**config.mk**
```make
export PLATFORM = sky130hd
export DESIGN_NAME = gelato_scoreboard_mc_flat
export DESIGN_NICKNAME = d
export VERILOG_FILES = /design/src/rtl/gelato_types.sv /design/src/rtl/gelato_scoreboard_mc_if.sv /design/src/rtl/gelato_sb_prio_enc.sv /design/src/rtl/gelato_scoreboard_mc.sv /design/src/flat_wrapper.sv
export SDC_FILE = /design/constraint.sdc
export NUM_CORES = 1
export LEC_CHECK = 0
export ABC_AREA = 0
export CAP_MARGIN = 25
export CORE_MARGIN = 3
export CORE_UTILIZATION = 45
export DETAILED_ROUTE_END_ITERATION = 6
export GPL_TIMING_DRIVEN = 0
export PLACE_DENSITY_LB_ADDON = 0.05
export SLEW_MARGIN = 0
export SYNTH_ARGS = -nofsm -noshare
export SYNTH_HDL_FRONTEND = slang
export SYNTH_SLANG_ARGS = --single-unit
```
**constraint.sdc**
```tcl
create_clock -name clk -period 5.9 [get_ports clk]
set_input_delay 1.18 -clock clk [delete_from_list [all_inputs] [get_ports clk]]
set_output_delay 1.18 -clock clk [all_outputs]
set_load 0.01 [all_outputs]
```
**src/rtl/gelato_types.sv**
```systemverilog
// Shared types and default sizing for the gelato warp scoreboard.
package gelato_types;
   localparam int DEF_WARP_NUM = 4;
   localparam int DEF_SB_DEPTH = 8;
   localparam int DEF_REG_W    = 5;
   localparam int DEF_WB_PORTS = 2;
   localparam int DEF_SRC_NUM  = 3;
   localparam int DEF_WARP_W   = $clog2(DEF_WARP_NUM);

   typedef logic [DEF_WARP_W-1:0] warp_num_t;
   typedef logic [DEF_REG_W-1:0]  reg_num_t;

   // Register 0 means "no register" and is never tracked.
   localparam reg_num_t REG_NONE = '0;

   typedef struct packed {
      logic      valid;
      warp_num_t warp;
      reg_num_t  regn;
   } gelato_sb_wb_t;
endpackage

```
**src/rtl/gelato_scoreboard_mc_if.sv**
```systemverilog
// Scheduler/writeback bus of the scoreboard; master = scheduler side, slave = scoreboard.
interface gelato_scoreboard_mc_if
   import gelato_types::*;
#(
   parameter int WARP_NUM = DEF_WARP_NUM,
   parameter int SB_DEPTH = DEF_SB_DEPTH,
   parameter int REG_W    = DEF_REG_W,
   parameter int WB_PORTS = DEF_WB_PORTS,
   parameter int SRC_NUM  = DEF_SRC_NUM
);
   localparam int WARP_W = (WARP_NUM > 1) ? $clog2(WARP_NUM) : 1;
   localparam int CNT_W  = $clog2(SB_DEPTH + 1);

   logic                        rdy;
   logic                        issue_valid;
   logic                        issue_ready;
   logic [WARP_W-1:0]           issue_warp;
   logic [REG_W-1:0]            issue_rd;
   logic [SRC_NUM*REG_W-1:0]    issue_rs;
   logic [WB_PORTS-1:0]         wb_valid;
   logic [WB_PORTS*WARP_W-1:0]  wb_warp;
   logic [WB_PORTS*REG_W-1:0]   wb_reg;
   logic [WARP_NUM-1:0]         warp_full;
   logic [WARP_NUM*CNT_W-1:0]   pending_cnt;
   logic                        err_spurious_wb;

   modport master (
      output rdy, issue_valid, issue_warp, issue_rd, issue_rs, wb_valid, wb_warp, wb_reg,
      input  issue_ready, warp_full, pending_cnt, err_spurious_wb
   );

   modport slave (
      input  rdy, issue_valid, issue_warp, issue_rd, issue_rs, wb_valid, wb_warp, wb_reg,
      output issue_ready, warp_full, pending_cnt, err_spurious_wb
   );
endinterface

```
**src/rtl/gelato_sb_prio_enc.sv**
```systemverilog
// Lowest-set-bit encoder; the scoreboard feeds it inverted slot valids to find a free slot.
module gelato_sb_prio_enc #(
   parameter int  N     = 8,
   localparam int IDX_W = (N > 1) ? $clog2(N) : 1
) (
   input  logic [N-1:0]     req_i,
   output logic             found_o,
   output logic [IDX_W-1:0] idx_o
);
   // NOTE: every output gets a default before the loop so no latch is inferred.
   always_comb begin
      found_o = 1'b0;
      idx_o   = '0;
      for (int i = N - 1; i >= 0; i--) begin
         if (req_i[i]) begin
            found_o = 1'b1;
            idx_o   = IDX_W'(i);
         end
      end
   end
endmodule

```
**src/rtl/gelato_scoreboard_mc.sv**
```systemverilog
// Multi-warp, multi-writeback scoreboard: stalls issue on RAW/WAW hazards or a full warp table.
// Define GELATO_SCOREBOARD_WB_BYPASS_EN to let same-cycle writebacks mask hazards.
module gelato_scoreboard_mc
   import gelato_types::*;
#(
   parameter int WARP_NUM = DEF_WARP_NUM,
   parameter int SB_DEPTH = DEF_SB_DEPTH,
   parameter int REG_W    = DEF_REG_W,
   parameter int WB_PORTS = DEF_WB_PORTS,
   parameter int SRC_NUM  = DEF_SRC_NUM
) (
   input logic                   clk,
   input logic                   rst_n,
   gelato_scoreboard_mc_if.slave sb
);
   localparam int WARP_W = (WARP_NUM > 1) ? $clog2(WARP_NUM) : 1;
   localparam int SLOT_W = (SB_DEPTH > 1) ? $clog2(SB_DEPTH) : 1;
   localparam int CNT_W  = $clog2(SB_DEPTH + 1);

   logic [WARP_NUM-1:0][SB_DEPTH-1:0] valid_q, valid_d, clr;
   logic [REG_W-1:0]                  reg_q [WARP_NUM][SB_DEPTH];
   logic [WARP_NUM-1:0][CNT_W-1:0]    cnt_q, cnt_d;
   logic [WARP_NUM-1:0]               full_q, full_d;
   logic                              err_q;

   gelato_sb_wb_t       wb [WB_PORTS];
   logic [WB_PORTS-1:0] wb_hit;
   logic                spurious;
   logic [SB_DEPTH-1:0] live;
   logic                hazard, ready, alloc, free_found;
   logic [SLOT_W-1:0]   free_idx;

   always_comb begin
      for (int p = 0; p < WB_PORTS; p++) begin
         wb[p].regn  = sb.wb_reg[p*REG_W +: REG_W];
         wb[p].warp  = sb.wb_warp[p*WARP_W +: WARP_W];
         wb[p].valid = sb.wb_valid[p] & sb.rdy & (sb.wb_reg[p*REG_W +: REG_W] != REG_NONE);
      end
   end

   // Ports hitting the same entry simply OR into one clear bit.
   always_comb begin
      clr      = '0;
      wb_hit   = '0;
      spurious = 1'b0;
      for (int p = 0; p < WB_PORTS; p++) begin
         for (int w = 0; w < WARP_NUM; w++) begin
            for (int s = 0; s < SB_DEPTH; s++) begin
               if (wb[p].valid && wb[p].warp == warp_num_t'(w) && valid_q[w][s] &&
                   reg_q[w][s] == wb[p].regn) begin
                  clr[w][s] = 1'b1;
                  wb_hit[p] = 1'b1;
               end
            end
         end
         if (wb[p].valid && !wb_hit[p]) spurious = 1'b1;
      end
   end

   always_comb begin
      live = valid_q[sb.issue_warp];
`ifdef GELATO_SCOREBOARD_WB_BYPASS_EN
      live = live & ~clr[sb.issue_warp];
`endif
      hazard = 1'b0;
      for (int s = 0; s < SB_DEPTH; s++) begin
         if (live[s]) begin
            if (sb.issue_rd != REG_NONE && reg_q[sb.issue_warp][s] == sb.issue_rd) hazard = 1'b1;
            for (int k = 0; k < SRC_NUM; k++) begin
               if (sb.issue_rs[k*REG_W +: REG_W] != REG_NONE &&
                   reg_q[sb.issue_warp][s] == sb.issue_rs[k*REG_W +: REG_W]) hazard = 1'b1;
            end
         end
      end
   end

   assign ready = rst_n & sb.rdy & ~hazard & ~((sb.issue_rd != REG_NONE) & full_q[sb.issue_warp]);
   assign alloc = sb.issue_valid & ready & (sb.issue_rd != REG_NONE) & free_found;

   // Free slot is picked from pre-clear valids, so it never lands on a slot freed this cycle.
   gelato_sb_prio_enc #(.N(SB_DEPTH)) u_free_slot (
      .req_i   (~valid_q[sb.issue_warp]),
      .found_o (free_found),
      .idx_o   (free_idx)
   );

   always_comb begin
      valid_d = valid_q & ~clr;
      if (alloc) valid_d[sb.issue_warp][free_idx] = 1'b1;
      for (int w = 0; w < WARP_NUM; w++) begin
         cnt_d[w] = '0;
         for (int s = 0; s < SB_DEPTH; s++) cnt_d[w] = cnt_d[w] + CNT_W'(valid_d[w][s]);
         full_d[w] = (cnt_d[w] == CNT_W'(SB_DEPTH));
      end
   end

   // NOTE: reg_q is reset too so slot contents are never X; sequential state uses <= only.
   always_ff @(posedge clk or negedge rst_n) begin
      if (!rst_n) begin
         valid_q <= '0;
         cnt_q   <= '0;
         full_q  <= '0;
         err_q   <= 1'b0;
         for (int w = 0; w < WARP_NUM; w++) begin
            for (int s = 0; s < SB_DEPTH; s++) reg_q[w][s] <= '0;
         end
      end else begin
         valid_q <= valid_d;
         cnt_q   <= cnt_d;
         full_q  <= full_d;
         err_q   <= err_q | spurious;
         if (alloc) reg_q[sb.issue_warp][free_idx] <= sb.issue_rd;
      end
   end

   assign sb.issue_ready     = ready;
   assign sb.warp_full       = full_q;
   assign sb.pending_cnt     = cnt_q;
   assign sb.err_spurious_wb = err_q;
endmodule

```
**src/flat_wrapper.sv**
```systemverilog
// flat-port wrapper written by rule: the top's interface ports become plain ports
module gelato_scoreboard_mc_flat import gelato_types::*;
#(
   parameter int WARP_NUM = DEF_WARP_NUM,
   parameter int SB_DEPTH = DEF_SB_DEPTH,
   parameter int REG_W    = DEF_REG_W,
   parameter int WB_PORTS = DEF_WB_PORTS,
   parameter int SRC_NUM  = DEF_SRC_NUM
)
  (clk, rst_n, sb_rdy, sb_issue_valid, sb_issue_warp, sb_issue_rd, sb_issue_rs, sb_wb_valid, sb_wb_warp, sb_wb_reg, sb_issue_ready, sb_warp_full, sb_pending_cnt, sb_err_spurious_wb);
  gelato_scoreboard_mc_if #(.WARP_NUM(WARP_NUM), .SB_DEPTH(SB_DEPTH), .REG_W(REG_W), .WB_PORTS(WB_PORTS), .SRC_NUM(SRC_NUM)) sb_i ();
  input logic clk;
  input logic rst_n;
  input wire logic [$bits(sb_i.rdy)-1:0] sb_rdy;
  input wire logic [$bits(sb_i.issue_valid)-1:0] sb_issue_valid;
  input wire logic [$bits(sb_i.issue_warp)-1:0] sb_issue_warp;
  input wire logic [$bits(sb_i.issue_rd)-1:0] sb_issue_rd;
  input wire logic [$bits(sb_i.issue_rs)-1:0] sb_issue_rs;
  input wire logic [$bits(sb_i.wb_valid)-1:0] sb_wb_valid;
  input wire logic [$bits(sb_i.wb_warp)-1:0] sb_wb_warp;
  input wire logic [$bits(sb_i.wb_reg)-1:0] sb_wb_reg;
  output wire logic [$bits(sb_i.issue_ready)-1:0] sb_issue_ready;
  output wire logic [$bits(sb_i.warp_full)-1:0] sb_warp_full;
  output wire logic [$bits(sb_i.pending_cnt)-1:0] sb_pending_cnt;
  output wire logic [$bits(sb_i.err_spurious_wb)-1:0] sb_err_spurious_wb;
  assign sb_i.rdy = sb_rdy;
  assign sb_i.issue_valid = sb_issue_valid;
  assign sb_i.issue_warp = sb_issue_warp;
  assign sb_i.issue_rd = sb_issue_rd;
  assign sb_i.issue_rs = sb_issue_rs;
  assign sb_i.wb_valid = sb_wb_valid;
  assign sb_i.wb_warp = sb_wb_warp;
  assign sb_i.wb_reg = sb_wb_reg;
  assign sb_issue_ready = sb_i.issue_ready;
  assign sb_warp_full = sb_i.warp_full;
  assign sb_pending_cnt = sb_i.pending_cnt;
  assign sb_err_spurious_wb = sb_i.err_spurious_wb;
  gelato_scoreboard_mc #(.WARP_NUM(WARP_NUM), .SB_DEPTH(SB_DEPTH), .REG_W(REG_W), .WB_PORTS(WB_PORTS), .SRC_NUM(SRC_NUM)) u_core (.clk(clk), .rst_n(rst_n), .sb(sb_i));
endmodule
```
==> metrics.txt, run 1 <==
wire length per cell=32.8 um; layout cells sized above 1=0.254; slowest stage delay, CP=650 ps; antenna fix cells=0; Cell Pwr Density=286 nW/um2; Synth Area per Inst=10.7 um2; pre-CTS setup slack=-1830 ps; Synth Area in Adders=0.0288; TritonCTS Buffers=25; DP Cell Count=2059; Die Y=197 um; FF/Latch Area=5330 um2; largest family of logic cells by synthesized area=XOR/XNOR gates; Switching Fraction=0.371; Via-to-Cell Ratio=6.33; slowest CP cell=mux4_2; I/O Buffers=31; CP cell instances=buf_16 > buf_16 > buf_12 > buf_8 > mux4_2 > buf_4 > xnor2_1 > nand4_1 > nor3_1 > o41ai_2 > nand4_1 > nor3_4 > buf_6 > buf_12 > nand3_4 > o21ai_4 > ha_4 > fa_1 > inv_1 > fa_1 > fa_2 > inv_2 > fa_2 > nor4b_2; critical path arrival=6660 ps; HP Start=u_core.sb.err_spurious_wb; Psw=2.06 mW; GRT overflow=0; CP endpoint kind=flip-flop; clock power share=0.283; post-route insts no fill=2141; Seq/Total Area, Yosys=0.326; Yosys Warn Count=0; largest net degree at the start of global routing=119; First-pass DRT Iterations=6; CP required=6340 ps; CTS tree=done; Post-Syn Instances=1533; Compound-Gate Fraction of Synth Area=0.0228; simple-gate share of the synthesized area=0.150; VDD IR max=313 uV; Placed Area=17900 um2; Final Instance Area=19400 um2; DR vias=13550; Slew Limit Fails=0; CTS max path bufs=3; hold path endpoint=u_core.sb.err_spurious_wb; Max-Cap Viols=0; Nets=1733; post-synthesis xor/xnor area fraction=0.257; drt drc=0; final period utilization=1.06; post-layout minimum cycle time=6220 ps; mapped cell area=16300 um2; area grow syn2layout=18.9%; multi-input logic area=10900 um2; core area=35700 um2; power share of the combinational group=0.360; Synth Net Count=1603; GP Congestion=1.03; Clk pin slew, worst setup/hold paths=50 ps; P_int=3.49 mW; Routed Wire Length=70.1 mm; Worst Setup Start Kind=primary input; leak pwr=8.60 nW; worst r2r dst=u_core.sb.warp_full[2]; FF+latch count, synth=213; Fmax=161 MHz; CTS sink count=213; CP Class=primary input to flip-flop; I/O pins=64; register share of total power=0.357; Filler cells=3153; FF-to-FF Start=u_core.reg_q[4]; die area=38600 um2; CTS Hold Buffers Added=0; final worst slack=-325 ps; die width=197 um; Power Total=5.55 mW; RSZ-0062 raised after global routing=true; Crit Path Max Fanout=6; commonest non-fill, non-tap cell in the layout=xor2_1; Min-Delay Path Class=flip-flop to flip-flop; Post-DP HPWL=54.0 mm; clock latency on the worst-skew pair=550 ps; Root Buffer Master=clkbuf_16; r2r setup slk=160 ps; Routed Antenna Nets=0; Final Hold Viols=0; H-tree lvl count=1; first-pass GRT wire length=100 mm; total track usage=0.363; Finish-stage setup viols=10; Core Rows=69; initial core utilization=0.458; Slew headroom=0.364; synth unique cells=56; most frequent cells in the layout=xor2_1, dfrtp_1, xnor2_1; initial antenna violation count=2; outcome=complete, but fails checks; Final Skew=16.1 ps; failing checks=negative setup slack; 1st-iter DRT viols=1624; Min-Delay Path Depth=1; mux contribution to synthesized area=0.178; Slew @ Worst Pin=954 ps; vias in the first global route=13674; R2R depth=19
## metal layers
layer	global-route usage	vias up	share of wire
li1	-	5637	-
met1	0.495	6912	0.41
met2	0.551	790	0.43
met3	0.0815	211	0.098
met4	0.172	0	0.058
met5	0	-	0
## flip-flops by register name, indices dropped and copies added, names as in the netlist
signal,cells
u_core.sb.warp_full,4
u_core.reg_q,160
u_core.sb.err_spurious_wb,1
u_core.sb.pending_cnt,16
u_core.valid_q,32
## worst max path at each step
stage,from,to,slack (ps),depth (start not counted)
after floorplan,sb_issue_warp[0],u_core.sb.warp_full[1],-240,22
after global placement,rst_n,u_core.sb.warp_full[2],-8200,14
after detailed placement,sb_issue_warp[1],u_core.sb.warp_full[2],-1830,20
after CTS,sb_issue_warp[0],u_core.sb.warp_full[2],-210,23
after global routing,sb_issue_warp[0],u_core.sb.warp_full[2],-450,23
final,sb_issue_warp[0],u_core.sb.warp_full[2],-320,24
## synthesized netlist by cell type (all sizes together)
cell type,count,share of area
a21o,4,0.0018
nor2b,9,0.0034
xnor2,200,0.11
inv,21,0.0048
a21oi,10,0.0031
clkbuf,59,0.014
nor3b,9,0.0041
and4,13,0.0070
nand4b,3,0.0016
ha,12,0.0092
nor2,78,0.019
a211o,1,0.00054
nand2b,1,0.00038
and3,13,0.0050
or2,10,0.0038
nor4b,4,0.0021
nand4,53,0.027
nand3,56,0.018
o21ai,24,0.0074
o221ai,1,0.00092
nor4,74,0.028
fa,16,0.020
xor2,280,0.15
nand3b,4,0.0018
or3,5,0.0019
o2111ai,1,0.00054
or4,3,0.0014
nand2,32,0.0074
o211a,1,0.00061
nor3,39,0.013
o211ai,1,0.00046
o41ai,7,0.0049
o311a,2,0.0012
a211oi,3,0.0014
and2,9,0.0034
dfrtp,213,0.33
buf,52,0.019
mux4,49,0.068
and3b,1,0.00054
mux2,160,0.11
## power by group through the flow
stage | combinational, mW | clock (mW) | sequential (mW)
final | 2.00 | 1.57 | 1.98
after global placement | 1.70 | 0 | 1.99
after detailed placement | 1.75 | 0 | 1.99
after CTS | 1.92 | 1.59 | 1.97
after floorplan | 1.21 | 0 | 1.89
after global routing | 2.14 | 1.65 | 2.00
## through the flow
stage / hold WS [ps] / setup TNS [ps] / utilization
after floorplan: 474 / -774 / -
after global placement: 503 / -2513060 / 0.487
after detailed placement: 491 / -28130 / 0.501
after CTS: 517 / -686 / 0.540
after global routing: 541 / -2750 / 0.545
final: 514 / -1580 / 0.545
## logic make-up (layout without fill, tap and decap cells)
group / count (synthesis) / after routing
AOI/OAI and AO/OA: 55 / 55
xor gates and xnor gates: 480 / 480
adders and majority gates: 28 / 28
buffers and inverters: 132 / 279
DFF: 213 / 213
muxes: 209 / 209
and+or+nand+nor: 416 / 416
## critical path, delay by kind of cell
| kind | cells | cell delay [ps] |
|---|---|---|
| compound gates | 2 | 380 |
| xor+xnor | 1 | 110 |
| fa+ha+maj | 5 | 2060 |
| buf+inv | 9 | 1140 |
| mux | 1 | 650 |
| simple gates | 6 | 1090 |
## cell type report
class                   count  area share
clock inverters             9     0.00541
flip-flops and latches    213       0.274
well taps                 461      0.0297
repair buffers            107      0.0609
plain buffers             107      0.0307
multi-input cells        1188       0.559
clock buffers              35      0.0362
inverters                  21     0.00406
## timing repair
item | in CTS | in global routing
hold endpoints to repair | 0 | 0
gates cloned | 1 | 0
gates resized for setup | 70 | 22
buffers inserted | 29 | 12
pin swaps | 36 | 15
setup endpoints to repair | 21 | 12
Power figures use the tool's default switching activity.
==> run 2, diff against run 1 <==
Settings changed: SKIP_CTS_REPAIR_TIMING set to 1.
==> run 2 against run 1 <==
  * The flow still finishes with violations (negative setup slack)
  * Clock skew decreased by 3.6 ps
  * Global-route usage decreased by 0.17 points
  * Worst setup slack improved by 49 ps
==> metrics.txt, run 2 (synthesis results as in run 1) <==
failing checks=negative setup slack; Nets=1746 (+0.75%); Via-to-Cell Ratio=6.33 (about the same); CP dominant cell by count=buf_12; Routed Antenna Nets=0 (unchanged); drt drc=0 (unchanged); vias in the first global route=13407 (-2.0%); number of flip-flops in the largest register=160 (unchanged); clock latency on the worst-skew pair=550 ps (about the same); wire length per cell=32.7 um (-0.20%); Post-DP HPWL=54.0 mm (unchanged); commonest non-fill, non-tap cell in the layout=xor2_1; Finish-stage setup viols=8 (-2); first-pass GRT wire length=99.8 mm (-0.58%); total track usage=0.361 (-0.00174); TNS Setup=-1290 ps (+294 ps); CTS tree=done; die width=197 um (unchanged); slowest stage delay, CP=640 ps (about the same); most frequent cells in the layout=xor2_1, dfrtp_1, xnor2_1; post-layout minimum cycle time=6180 ps (-49.1 ps); critical path arrival=6630 ps (-30 ps); VDD IR max=312 uV (-0.38%); First-pass DRT Iterations=5 (-1); final period utilization=1.05 (-0.00832); TritonCTS Buffers=25 (unchanged); Crit Path Max Fanout=8 (+2); largest net degree at the start of global routing=119 (unchanged); leak pwr=8.68 nW (+0.98%); CP endpoint kind=flip-flop; H-tree lvl count=1 (unchanged); Final Skew=12.6 ps (-3.57 ps); CTS max path bufs=3 (unchanged); Most flops, register=u_core.reg_q; DR vias=13638 (+0.65%); final worst slack=-275 ps (+49.1 ps); GP Congestion=1.03 (unchanged); Worst Setup Start Kind=primary input; Routed Wire Length=70.4 mm (+0.45%); layout cells sized above 1=0.260 (+0.00632); I/O pins=64 (unchanged); Cell Pwr Density=283 nW/um2 (-0.76%); Filler cells=3138 (-0.48%); GRT overflow=0 (unchanged); die area=38600 um2 (unchanged); area grow syn2layout=20.1%; CTS sink count=213 (unchanged); Core Rows=69 (unchanged); Fmax=162 MHz (+0.79%); Die Y=197 um (unchanged); CP Class=primary input to flip-flop; I/O Buffers=31 (unchanged); CP required=6350 ps (about the same); Final Hold Viols=0 (unchanged); initial antenna violation count=3 (+1); Root Buffer Master=clkbuf_16; CP cell instances=buf_16 > buf_16 > buf_12 > mux4_2 > xnor2_1 > nand4_1 > nor3_1 > o41ai_2 > nand4_1 > nor3_4 > buf_12 > buf_8 > buf_12 > nand3_4 > o21ai_4 > ha_4 > fa_1 > inv_1 > fa_1 > inv_2 > fa_2 > fa_2 > xor2_2 > nor4b_2; 1st-iter DRT viols=1601 (-1.4%); Slew @ Worst Pin=961 ps (+7.39 ps); Fin Hold WS=514 ps (-0.505 ps); initial core utilization=0.458 (unchanged); Clk pin slew, worst setup/hold paths=60 ps (about the same); slowest CP cell=mux4_2; Max-Cap Viols=0 (unchanged); RSZ-0062 raised after global routing=true; Min-Delay Path Class=flip-flop to flip-flop; Slew Limit Fails=0 (unchanged); outcome=complete, but fails checks; Slew headroom=0.359 (-0.00493); core area=35700 um2 (unchanged)
==> run 2: cell types whose count changed in the layout (fill, tap and decap cells not counted), sizes merged <==
cell	change
buf	+11
dlymetal6s2s	+1
clkbuf	+2
dlygate4sd2	-1
diode	+1
==> run 2: area by class of cell <==
cell class,count,area (um2),area share
clock buffer,35,703,0.0358
clock inverter,9,105,0.00536
timing repair buffer,119,1300,0.0662
buffer,108,616,0.0314
tap,461,577,0.0294
antenna,1,2.50,0.000128
inverter,21,78.8,0.00402
sequential,213,5330,0.272
multi-input combinational,1188,10900,0.556
==> run 2: per-stage QoR <==
step / cell area [um2] / power (mW) / worst slack (ps) / cells / util
after CTS: 18700 / 5.33 / -1290 / 2103 / 0.524
after detailed placement: 17900 / 3.74 / -1830 / 2059 / 0.501
after global routing: 19600 / 5.80 / -410 / 2154 / 0.550
after global placement: 17400 / 3.69 / -8200 / 2025 / 0.487
after floorplan: 16500 / 3.10 / -237 / 1533 / -
final: 19600 / 5.56 / -275 / 2155 / 0.550
==> run 2: metal layers <==
metal | track usage | wire length [um]
met4 | 0.163 | 3900
met3 | 0.0809 | 7240
met5 | 0 | 58
met1 | 0.494 | 28500
met2 | 0.552 | 30800
==> run 2: final timing paths <==
path / startpoint / to / slack [ps] / depth (start not counted)
hold reg to reg: u_core.sb.err_spurious_wb / u_core.sb.err_spurious_wb / 510 / 1
hold / removal: u_core.sb.err_spurious_wb / u_core.sb.err_spurious_wb / 510 / 1
setup reg to reg: u_core.reg_q[1] / u_core.sb.warp_full[1] / 220 / 21
max in group asynchronous: rst_n / u_core.sb.pending_cnt[8] / 4150 / 2
setup / recovery: sb_issue_warp[0] / u_core.sb.warp_full[1] / -280 / 24
min in group asynchronous: rst_n / u_core.sb.pending_cnt[1] / 630 / 1
==> run 2: power by group <==
group | internal, mW | switching (mW)
logic | 0.912 | 1.10
registers | 1.67 | 0.304
clock network | 0.916 | 0.661
==> run 2: worst max-delay path: cells and delay by family <==
kind                     cells  cell delay [ps]
AO/OA/AOI/OAI                2              560
XOR/XNOR                     2              340
buffers and inverters        8              920
adder cells (fa/ha/maj)      5             1960
AND/OR/NAND/NOR              6              980
multiplexers                 1              640
==> run 3, diff against run 2 <==
Settings changed: CTS_CLUSTER_DIAMETER set to 60.
==> run 3 against run 2 <==
  * The run still ends with negative setup slack left
  * Clock power is 13% higher
  * Power grew 3.9%
  * First-iteration DRC count down 7.2%
  * Via count is 0.51% lower
  * Clock skew rose by 1.8 ps
  * Sequential power barely moved
  * Hold slack barely moved
  * Final cell count barely moved
  * Global-route usage decreased by 0.095 points
  * Critical path type unchanged
==> metrics.txt, run 3 (synthesis results as in run 1) <==
largest net degree at the start of global routing=119 (unchanged); Slew headroom=0.374 (+0.0148); Psw=2.12 mW (+2.6%); Final Skew=14.3 ps (+1.77 ps); Cell Pwr Density=294 nW/um2 (+3.7%); Nets=1742 (-0.23%); failing checks=negative setup slack; drt drc=0 (unchanged); layout cells sized above 1=0.257 (-0.00324); initial antenna violation count=3 (unchanged); Fin Hold WS=514 ps (-0.104 ps); CTS max path bufs=3 (unchanged); post-layout minimum cycle time=6180 ps (+0.127 ps); die width=197 um (unchanged); final period utilization=1.05 (about the same); H-tree lvl count=1 (unchanged); Slew Limit Fails=0 (unchanged); I/O Buffers=31 (unchanged); outcome=complete, but fails checks; pre-CTS setup slack=-1830 ps (unchanged); vias in the first global route=13416 (+0.067%); Clk pin slew, worst setup/hold paths=60 ps (about the same); most frequent cells in the layout=xor2_1, dfrtp_1, xnor2_1; clock power share=0.311 (+0.027); final worst slack=-276 ps (-0.127 ps); die area=38600 um2 (unchanged); Routed Wire Length=70.3 mm (-0.25%); Slew @ Worst Pin=939 ps (-22.3 ps); 1st-iter DRT viols=1486 (-7.2%); Placed Area=17900 um2 (unchanged); CP required=6350 ps (about the same); slowest stage delay, CP=640 ps (about the same); Crit Path Max Fanout=7 (-1); total track usage=0.360 (-0.000946); Switching Fraction=0.366 (-0.00475); Die Y=197 um (unchanged); Routed Antenna Nets=0 (unchanged); Final Instance Area=19700 um2 (+0.19%); first-pass GRT wire length=99.5 mm (-0.28%); Fmax=162 MHz (about the same); DR vias=13569 (-0.51%); Most flops, register=u_core.reg_q; area grow syn2layout=20.3%; Worst Setup Start Kind=primary input; CP cell instances=buf_16 > buf_16 > mux4_2 > xnor2_1 > nand4_1 > nor3_2 > o41ai_4 > nand4_1 > nor3_4 > buf_12 > buf_8 > buf_12 > nand3_4 > o21ai_4 > ha_4 > fa_1 > inv_1 > fa_1 > fa_2 > inv_2 > fa_2 > nor4b_2; Finish-stage setup viols=8 (unchanged); core area=35700 um2 (unchanged); RSZ-0062 raised after global routing=true; critical path arrival=6630 ps (about the same); power share of the combinational group=0.347 (-0.014); CP endpoint kind=flip-flop; Final Hold Viols=0 (unchanged); CP Class=primary input to flip-flop; CTS tree=done; I/O pins=64 (unchanged); P_int=3.66 mW (+4.7%); slowest CP cell=mux4_2; clock latency on the worst-skew pair=560 ps (about the same); Min-Delay Path Class=flip-flop to flip-flop; TritonCTS Buffers=28 (+12%); VDD IR max=233 uV (-25%); register share of total power=0.343 (-0.012); DP Cell Count=2059 (unchanged); Max-Cap Viols=0 (unchanged); number of flip-flops in the largest register=160 (unchanged); First-pass DRT Iterations=6 (+1); wire length per cell=32.6 um (-0.16%); post-route insts no fill=2153 (-0.093%); Post-DP HPWL=54.0 mm (unchanged); leak pwr=8.70 nW (+0.17%); GP Congestion=1.03 (unchanged); commonest non-fill, non-tap cell in the layout=xor2_1; GRT overflow=0 (unchanged); CTS sink count=213 (unchanged); Root Buffer Master=clkbuf_16; Core Rows=69 (unchanged); Via-to-Cell Ratio=6.30 (-0.41%); initial core utilization=0.458 (unchanged)
run 3: routing by layer:
layer  vias up  GRT usage  part of all wire
li1       5675          -                 -
met1      6919      0.491              0.41
met2       766      0.548              0.44
met3       207     0.0810             0.095
met4         2      0.169             0.059
met5         -          0           0.00019
run 3: worst paths after layout:
| check | startpoint | endpoint | slack [ps] | cells past startpoint |
|---|---|---|---|---|
| max | sb_issue_warp[0] | u_core.sb.warp_full[2] | -280 | 22 |
| min | u_core.sb.err_spurious_wb | u_core.sb.err_spurious_wb | 510 | 1 |
| max reg2reg | u_core.reg_q[4] | u_core.sb.warp_full[2] | 170 | 20 |
| min reg2reg | u_core.sb.err_spurious_wb | u_core.sb.err_spurious_wb | 510 | 1 |
| max in group asynchronous | rst_n | u_core.valid_q[9] | 4150 | 2 |
| min in group asynchronous | rst_n | u_core.sb.pending_cnt[3] | 610 | 1 |
run 3: power by group through the flow:
stage	logic, mW	clock network [mW]	registers, mW
floorplan	1.21	0	1.89
global placement	1.70	0	1.99
detailed placement	1.75	0	1.99
CTS	1.77	1.82	1.97
global route	2.14	1.87	2.00
finish	2.00	1.79	1.98
run 3: critical path, delay by kind of cell:
kind | cells | cell delay (ps)
AO/OA/AOI/OAI | 2 | 630
XOR/XNOR | 1 | 180
adder cells (fa/ha/maj) | 5 | 2060
buffers and inverters | 7 | 820
multiplexers | 1 | 640
AND/OR/NAND/NOR | 6 | 1110
run 3: area by class of cell:
class | instances | area, um2
repair buffers | 112 | 1240
inverters | 21 | 78.8
fillers | 3135 | 16000
plain buffers | 108 | 616
diodes | 1 | 2.50
well taps | 461 | 577
flip-flops and latches | 213 | 5330
clock inverters | 17 | 213
multi-input cells | 1188 | 10900
clock buffers | 32 | 747
run 3: through the flow:
stage / power, mW / util / setup TNS (ps)
finish: 5.78 / 0.551 / -1240
global route: 6.01 / 0.551 / -1910
CTS: 5.55 / 0.528 / -16760
detailed placement: 3.74 / 0.501 / -28130
global placement: 3.69 / 0.487 / -2513060
floorplan: 3.10 / - / -774
